[config.mk]
export PLATFORM = sky130hd
export DESIGN_NAME = brew_sequencer_flat
export DESIGN_NICKNAME = d
export VERILOG_FILES = /design/src/rtl/brew_sequencer_if.sv /design/src/rtl/brew_sequencer.sv /design/src/flat_wrapper.sv
export SDC_FILE = /design/constraint.sdc
export NUM_CORES = 1
export LEC_CHECK = 0
export CAP_MARGIN = 20
export CORE_AREA = 5 5 85 87
export CTS_CLUSTER_DIAMETER = 200
export DETAILED_ROUTE_END_ITERATION = 6
export DIE_AREA = 0 0 90 92
export GPL_TIMING_DRIVEN = 0
export PLACE_DENSITY = 0.71
export SKIP_LAST_GASP = 1
export SYNTH_ARGS = -nofsm -noshare
export SYNTH_HDL_FRONTEND = slang
export SYNTH_SLANG_ARGS = --single-unit
[constraint.sdc]
create_clock -name CLK -period 2.74 [get_ports CLK]
set_clock_uncertainty 0.15 [all_clocks]
set_input_delay 0.685 -clock CLK [delete_from_list [all_inputs] [get_ports CLK]]
set_output_delay 0.685 -clock CLK [all_outputs]
set_load 0.02 [all_outputs]
[src/rtl/brew_sequencer_if.sv]
// brew_sequencer_if: control-unit <-> brew back-end signal bundle.
// master = vending control unit side, slave = brew_sequencer side.
interface brew_sequencer_if;
    logic       LD_C;       // drink-select strobe
    logic [1:0] Kind;       // 2'b10 latte, anything else americano
    logic       Making;     // level: brew one cup
    logic       Coffee;     // level: cup ready for pickup
    logic       CupSensor;  // 1 = cup present under the spout
    logic       Heater;
    logic       Pump;
    logic       Milk;
    logic       Done;       // held until Making falls
    logic       TakeOut;    // one-cycle pulse on cup removal
    logic       Busy;       // sequencer not idle
    logic       Fault;      // brew paused, cup missing

    modport master (
        output LD_C, Kind, Making, Coffee, CupSensor,
        input  Heater, Pump, Milk, Done, TakeOut, Busy, Fault
    );

    modport slave (
        input  LD_C, Kind, Making, Coffee, CupSensor,
        output Heater, Pump, Milk, Done, TakeOut, Busy, Fault
    );
endinterface

[src/rtl/brew_sequencer.sv]
// brew_sequencer: drives heater, pump and milk for one cup per Making request,
// pauses (and later resumes from where it stopped) while the cup is missing,
// and returns the Done / TakeOut handshakes to the vending control unit.
// Optional feature: define BREW_MILK_EN to build the MILK stage and latte
// routing; without it Milk is tied low and a latte selection brews americano.
module brew_sequencer #(
    parameter logic [15:0] HEAT_CYC = 16'd200,  // heater-on clocks, >= 1
    parameter logic [15:0] PUMP_CYC = 16'd400,  // pump-on clocks, >= 1
    parameter logic [15:0] MILK_CYC = 16'd300,  // milk-valve clocks, >= 1
    parameter logic [15:0] DEB_CYC  = 16'd50    // cup-removed debounce clocks, >= 1
) (
    input logic             CLK,
    input logic             RST,
    brew_sequencer_if.slave bus
);

    // Explicit encodings keep the remaining states stable when MILK is
    // compiled out.
    typedef enum logic [2:0] {
        ST_IDLE  = 3'd0,
        ST_HEAT  = 3'd1,
        ST_PUMP  = 3'd2,
`ifdef BREW_MILK_EN
        ST_MILK  = 3'd3,
`endif
        ST_PAUSE = 3'd4,
        ST_DONE  = 3'd5,
        ST_SERVE = 3'd6,
        ST_TAKE  = 3'd7
    } state_t;

    state_t      state_q, state_d;
    state_t      saved_state_q, saved_state_d;  // stage interrupted by PAUSE
    logic [15:0] count_q, count_d;              // tick count within a timed stage
    logic [15:0] saved_count_q, saved_count_d;  // count to resume from
    logic [15:0] deb_q, deb_d;                  // consecutive cup-removed cycles
    logic [1:0]  kind_q;                        // latched drink kind

    logic [15:0] stage_len;
    state_t      stage_next;
    logic [15:0] count_inc;
    logic        stage_end;

    // Kind latch: follows every LD_C strobe, including during a brew.
    always_ff @(posedge CLK or posedge RST) begin
        if (RST) begin
            kind_q <= 2'b01;
        end else if (bus.LD_C) begin
            kind_q <= bus.Kind;
        end
    end

    // State, tick counter, saved context and debounce counter.
    always_ff @(posedge CLK or posedge RST) begin
        // NOTE: sequential state is updated with <= so every register samples
        // the pre-edge values, independent of statement order.
        if (RST) begin
            state_q       <= ST_IDLE;
            // NOTE: the saved context is reset along with the state so a
            // PAUSE can never resume into an undefined stage or count.
            saved_state_q <= ST_HEAT;
            count_q       <= '0;
            saved_count_q <= '0;
            deb_q         <= '0;
        end else begin
            state_q       <= state_d;
            saved_state_q <= saved_state_d;
            count_q       <= count_d;
            saved_count_q <= saved_count_d;
            deb_q         <= deb_d;
        end
    end

    // Length and successor of the timed stage currently running.
    always_comb begin
        stage_len  = HEAT_CYC;
        stage_next = ST_PUMP;
        case (state_q)
            ST_PUMP: begin
                stage_len = PUMP_CYC;
`ifdef BREW_MILK_EN
                // Latte routing uses the latch value present at this edge.
                stage_next = (kind_q == 2'b10) ? ST_MILK : ST_DONE;
`else
                stage_next = ST_DONE;
`endif
            end
`ifdef BREW_MILK_EN
            ST_MILK: begin
                stage_len  = MILK_CYC;
                stage_next = ST_DONE;
            end
`endif
            default: ;
        endcase
    end

    // Saturating increment keeps the counter from wrapping after a pause
    // taken on a terminal count.
    assign count_inc = (count_q == 16'hFFFF) ? count_q : count_q + 16'd1;
    // ">=" lets a stage resumed past its terminal count finish after one cycle.
    assign stage_end = (count_q >= stage_len - 16'd1);

    // Next-state logic: counters clear on state entry unless restored from PAUSE.
    always_comb begin
        // NOTE: every variable gets a default before the case so no path
        // leaves one unassigned, which would infer a latch.
        state_d       = state_q;
        saved_state_d = saved_state_q;
        saved_count_d = saved_count_q;
        count_d       = '0;
        deb_d         = '0;

        case (state_q)
            ST_IDLE: begin
                // Making with no cup simply waits here for the next cup.
                if (bus.Making && bus.CupSensor) begin
                    state_d = ST_HEAT;
                end
            end

`ifdef BREW_MILK_EN
            ST_HEAT, ST_PUMP, ST_MILK: begin
`else
            ST_HEAT, ST_PUMP: begin
`endif
                if (!bus.Making) begin
                    // Control unit re-initialised: abort without Done.
                    state_d = ST_IDLE;
                end else if (!bus.CupSensor) begin
                    // Cup missing wins over the terminal count; the cycle just
                    // spent in the stage still counts.
                    state_d       = ST_PAUSE;
                    saved_state_d = state_q;
                    saved_count_d = count_inc;
                end else if (stage_end) begin
                    state_d = stage_next;
                end else begin
                    count_d = count_inc;
                end
            end

            ST_PAUSE: begin
                if (!bus.Making) begin
                    state_d = ST_IDLE;
                end else if (bus.CupSensor) begin
                    state_d = saved_state_q;
                    count_d = saved_count_q;
                end
            end

            ST_DONE: begin
                if (!bus.Making) begin
                    state_d = ST_SERVE;
                end
            end

            ST_SERVE: begin
                if (deb_q == DEB_CYC) begin
                    state_d = ST_TAKE;
                end else if (bus.CupSensor) begin
                    deb_d = '0;
                end else if (bus.Coffee) begin
                    deb_d = deb_q + 16'd1;
                end else begin
                    deb_d = deb_q;
                end
            end

            ST_TAKE: begin
                state_d = ST_IDLE;
            end

            default: begin
                state_d = ST_IDLE;
            end
        endcase
    end

    // Moore outputs decoded from the state register only, so an asynchronous
    // reset drops every actuator at once.
    assign bus.Heater  = (state_q == ST_HEAT);
    assign bus.Pump    = (state_q == ST_PUMP);
    assign bus.Done    = (state_q == ST_DONE);
    assign bus.TakeOut = (state_q == ST_TAKE);
    assign bus.Busy    = (state_q != ST_IDLE);
    assign bus.Fault   = (state_q == ST_PAUSE);

`ifdef BREW_MILK_EN
    assign bus.Milk = (state_q == ST_MILK);
`else
    assign bus.Milk = 1'b0;

    // Without the milk stage the latch and MILK_CYC have no consumer.
    logic unused_cfg;
    assign unused_cfg = ^{kind_q, MILK_CYC};
`endif

endmodule

[src/flat_wrapper.sv]
// flat-port wrapper written by rule: the top's interface ports become plain ports
module brew_sequencer_flat 
#(
    parameter logic [15:0] HEAT_CYC = 16'd200,                           
    parameter logic [15:0] PUMP_CYC = 16'd400,                         
    parameter logic [15:0] MILK_CYC = 16'd300,                            
    parameter logic [15:0] DEB_CYC  = 16'd50                                        
)
  (CLK, RST, bus_LD_C, bus_Kind, bus_Making, bus_Coffee, bus_CupSensor, bus_Heater, bus_Pump, bus_Milk, bus_Done, bus_TakeOut, bus_Busy, bus_Fault);
  brew_sequencer_if bus_i ();
  input logic CLK;
  input logic RST;
  input wire logic [$bits(bus_i.LD_C)-1:0] bus_LD_C;
  input wire logic [$bits(bus_i.Kind)-1:0] bus_Kind;
  input wire logic [$bits(bus_i.Making)-1:0] bus_Making;
  input wire logic [$bits(bus_i.Coffee)-1:0] bus_Coffee;
  input wire logic [$bits(bus_i.CupSensor)-1:0] bus_CupSensor;
  output wire logic [$bits(bus_i.Heater)-1:0] bus_Heater;
  output wire logic [$bits(bus_i.Pump)-1:0] bus_Pump;
  output wire logic [$bits(bus_i.Milk)-1:0] bus_Milk;
  output wire logic [$bits(bus_i.Done)-1:0] bus_Done;
  output wire logic [$bits(bus_i.TakeOut)-1:0] bus_TakeOut;
  output wire logic [$bits(bus_i.Busy)-1:0] bus_Busy;
  output wire logic [$bits(bus_i.Fault)-1:0] bus_Fault;
  assign bus_i.LD_C = bus_LD_C;
  assign bus_i.Kind = bus_Kind;
  assign bus_i.Making = bus_Making;
  assign bus_i.Coffee = bus_Coffee;
  assign bus_i.CupSensor = bus_CupSensor;
  assign bus_Heater = bus_i.Heater;
  assign bus_Pump = bus_i.Pump;
  assign bus_Milk = bus_i.Milk;
  assign bus_Done = bus_i.Done;
  assign bus_TakeOut = bus_i.TakeOut;
  assign bus_Busy = bus_i.Busy;
  assign bus_Fault = bus_i.Fault;
  brew_sequencer #(.HEAT_CYC(HEAT_CYC), .PUMP_CYC(PUMP_CYC), .MILK_CYC(MILK_CYC), .DEB_CYC(DEB_CYC)) u_core (.CLK(CLK), .RST(RST), .bus(bus_i));
endmodule
==> impl_metrics.toml <==
[run_status]
status = "finished clean"

[synth]
ys_seq_area_frac = 0.485
async_flop_share = 1.00
syn_area_mm2 = 0.00279
synth.net_count = 301
yosysWarnings = 0
synth_top_flop_cell = "dfrtp_1"
synth_cell_types = 56
syn-instance-count = 287
synth_edf_count = 0
avgSynthCellArea_um2 = 9.72
synth_seq_cells = 54

[timing]
hold_viol_final = 0
finalSetupViolCount = 0
max-slew-margin-rel = 0.592
fmax_mhz = 379
finalCritPeriodShare = 0.964
worst_pin_slew_ps = 612
rsz0062_at_grt = "true"
tns_ps = 0
final.min_clock_period_ps = 2640
setup_ws_ps = 99.9
slew_viol_final = 0

[power_and_ir_drop]
ir_drop_mv = 0.339
p_per_area_mw_per_mm2 = 634
p_total_w = 0.00200
leakage_nw = 1.35

[die]
initial_core_util = 0.444
die_x_um = 90
io_pins = 15
rows = 29
fp.dieArea_mm2 = 0.00828
core_area_mm2 = 0.00628
die_h_um = 92

[worst_hold_path]
hp-start = "u_core.saved_state_q[0]$_DFFE_PP1P_"
hold_path_class = "flop to flop"
whs_endpoint = "u_core.saved_state_q[0]$_DFFE_PP1P_"
hold_depth = 2

[clock_tree]
cts_tree = "yes"
clock_path_buffers = 2
cts-root-buf = "clkbuf_8"
clock-sinks = 54
cts-buffers-inserted = 5
clk_pin_slew_ps = 90
htree_levels = 2
cts_hold_buf = 0
clock_latency_ps = 310

[critical_path]
cp.arrival_ps = 1810
slowest_stage = "clkdlybuf4s50_1"
required_ps = 1900
cp_max_fo = 10
end_kind = "output port"
max_stage_delay_ps = 600
crit_path_cell_trace = "clkbuf_2 > and3_1 > clkdlybuf4s50_1"
r2r_cells = 9
critPathKind = "flop to output port"
timing.rr.start = "u_core.state_q[2]$_DFFE_PP0P_"
critPathLaunchType = "flop"
rr_endpoint = "u_core.state_q[0]$_DFFE_PP0P_"
r2r_slack_ps = 150

[placement]
dp_slack_ps = -281
dpl_cell_area_mm2 = 0.00301
gp_congestion = 0.848
post-dp-hpwl_um = 4090
port_buffers = 10

[global_route]
grt_use_met3 = 0.0311
grt_usage = 0.146
grt_max_degree = 35
grt.busiest_layer = "met2"
grt_pass1_wl_um = 10200
grtUsageMet2 = 0.245
grt.overflow.total = 0
first_global_vias = 2147
grt_use_met1 = 0.186
antenna_found_initial = 0

[detailed_routing]
first_iter_violations = 122
drc = 0
wl_per_cell_um = 15.0
firstDrtPassIters = 4
postRouteAntennaNets = 0
vias_per_cell = 5.65
drt_wl_total_um = 5750
vias = 2169

[finish]
layout.nets = 320
layout-drive-gt1-share = 0.0977
area_growth_pct = 12.8
fin_area_mm2 = 0.00315
antennaDiodeCount = 0

[flow_run]
maxCapViolations = 0
==> state kept, by name, indices dropped and copies added (netlist names) <==
register,cells
u_core.deb_q,16
u_core.saved_count_q,16
u_core.state_q,3
u_core.count_q,16
u_core.saved_state_q,3
==> report_power, final <==
part	internal (W)	switching, W
logic	0.000234	0.000335
registers	0.000867	0.0000520
clock network	0.000256	0.000252
==> cell families (layout without fill, tap and decap cells) <==
family                   Yosys count  after routing  share of synthesized area
buffers and inverters             16             36                     0.0229
XOR/XNOR                          21             21                     0.0659
AND/OR/NAND/NOR                  124            124                      0.232
AO/OA/AOI/OAI                     56             56                      0.131
adder cells (fa/ha/maj)            6              6                     0.0269
other                              1              1                    0.00134
multiplexers                       9              9                     0.0354
flip-flops                        54             54                      0.485
==> critical path, delay by kind of cell, from the launching register on <==
family	cells	cell delay [ps]
and+or+nand+nor	1	180
buffers and inverters	2	860
DFF	1	460
==> metrics by stage <==
stage / hold slack [ps] / util / instances
2_1_floorplan: 291 / - / 287
3_3_place_gp: 306 / 0.476 / 374
3_5_place_dp: 314 / 0.479 / 375
4_1_cts: 327 / 0.498 / 384
5_1_grt: 340 / 0.501 / 384
6_report: 323 / 0.501 / 384
==> timing repair <==
action,in CTS,in global routing
gates resized for setup,3,8
setup buffers,1,0
cloned,0,0
endpoints found under the setup margin,8,22
==> cell usage in the layout (no fill, tap or decap), drive strengths merged, types with 3 or more instances in the layout <==
cell / count
clkdlybuf4s50: 7
o21ai: 21
xor2: 8
nand2: 32
nor3: 8
a22o: 5
xnor2: 13
nor4: 7
clkbuf: 15
or4: 3
ha: 6
nand4: 10
nor2: 34
buf: 5
mux2: 7
and2: 8
a21oi: 11
and3: 6
nand3: 8
inv: 6
dfrtp: 53
==> worst max-delay path by stage <==
stage                                  startpoint                            end  slack, ps  depth (start not counted)
finish              u_core.state_q[1]$_DFFE_PP0P_                    bus_TakeOut        100                          3
global route        u_core.state_q[2]$_DFFE_PP0P_  u_core.state_q[0]$_DFFE_PP0P_        -40                          9
CTS                 u_core.state_q[2]$_DFFE_PP0P_                       bus_Busy         10                          3
detailed placement                     bus_Making    u_core.count_q[5]$_DFF_PP0_       -280                          6
global placement                              RST    u_core.count_q[6]$_DFF_PP0_       -410                          2
floorplan           u_core.state_q[0]$_DFFE_PP0P_  u_core.state_q[0]$_DFFE_PP0P_        290                         10
==> cell usage after synthesis, types with 2 or more instances <==
cell | instances | area [um2]
nand2_1 | 32 | 120
clkbuf_1 | 8 | 30.0
nor3_1 | 8 | 40.0
nor2_1 | 34 | 128
mux2i_1 | 2 | 20.0
xnor2_1 | 13 | 114
nand3_1 | 8 | 40.0
mux2_2 | 3 | 33.8
nand2b_1 | 2 | 12.5
and3_1 | 5 | 31.3
xor2_1 | 8 | 70.1
dfrtp_1 | 53 | 1330
mux2_1 | 4 | 45.0
nand4_1 | 9 | 56.3
a21oi_1 | 10 | 50.1
or4_1 | 2 | 15.0
a211oi_1 | 2 | 15.0
nor4_1 | 5 | 31.3
a22o_1 | 5 | 43.8
and2_1 | 8 | 50.1
ha_1 | 6 | 75.1
o21ai_0 | 4 | 20.0
o211ai_1 | 2 | 15.0
inv_1 | 5 | 18.8
o21ai_1 | 17 | 85.1
or3_1 | 2 | 12.5
==> cell type report <==
class                           count  area [um2]
Timing Repair Buffer               12         131
Buffer                             10        45.0
Clock buffer                        8         110
Inverter                            6        22.5
Fill cell                         576        3130
Sequential cell                    54        1350
Tap cell                           77        96.3
Multi-Input combinational cell    217        1390
==> per-layer routing <==
layer / up-vias / part of all wire
met3: 8 / 0.033
met1: 1060 / 0.46
met2: 35 / 0.50
li1: 1066 / -
met4: 0 / 0.013
met5: - / 0
(Power assumes the default switching activity.)
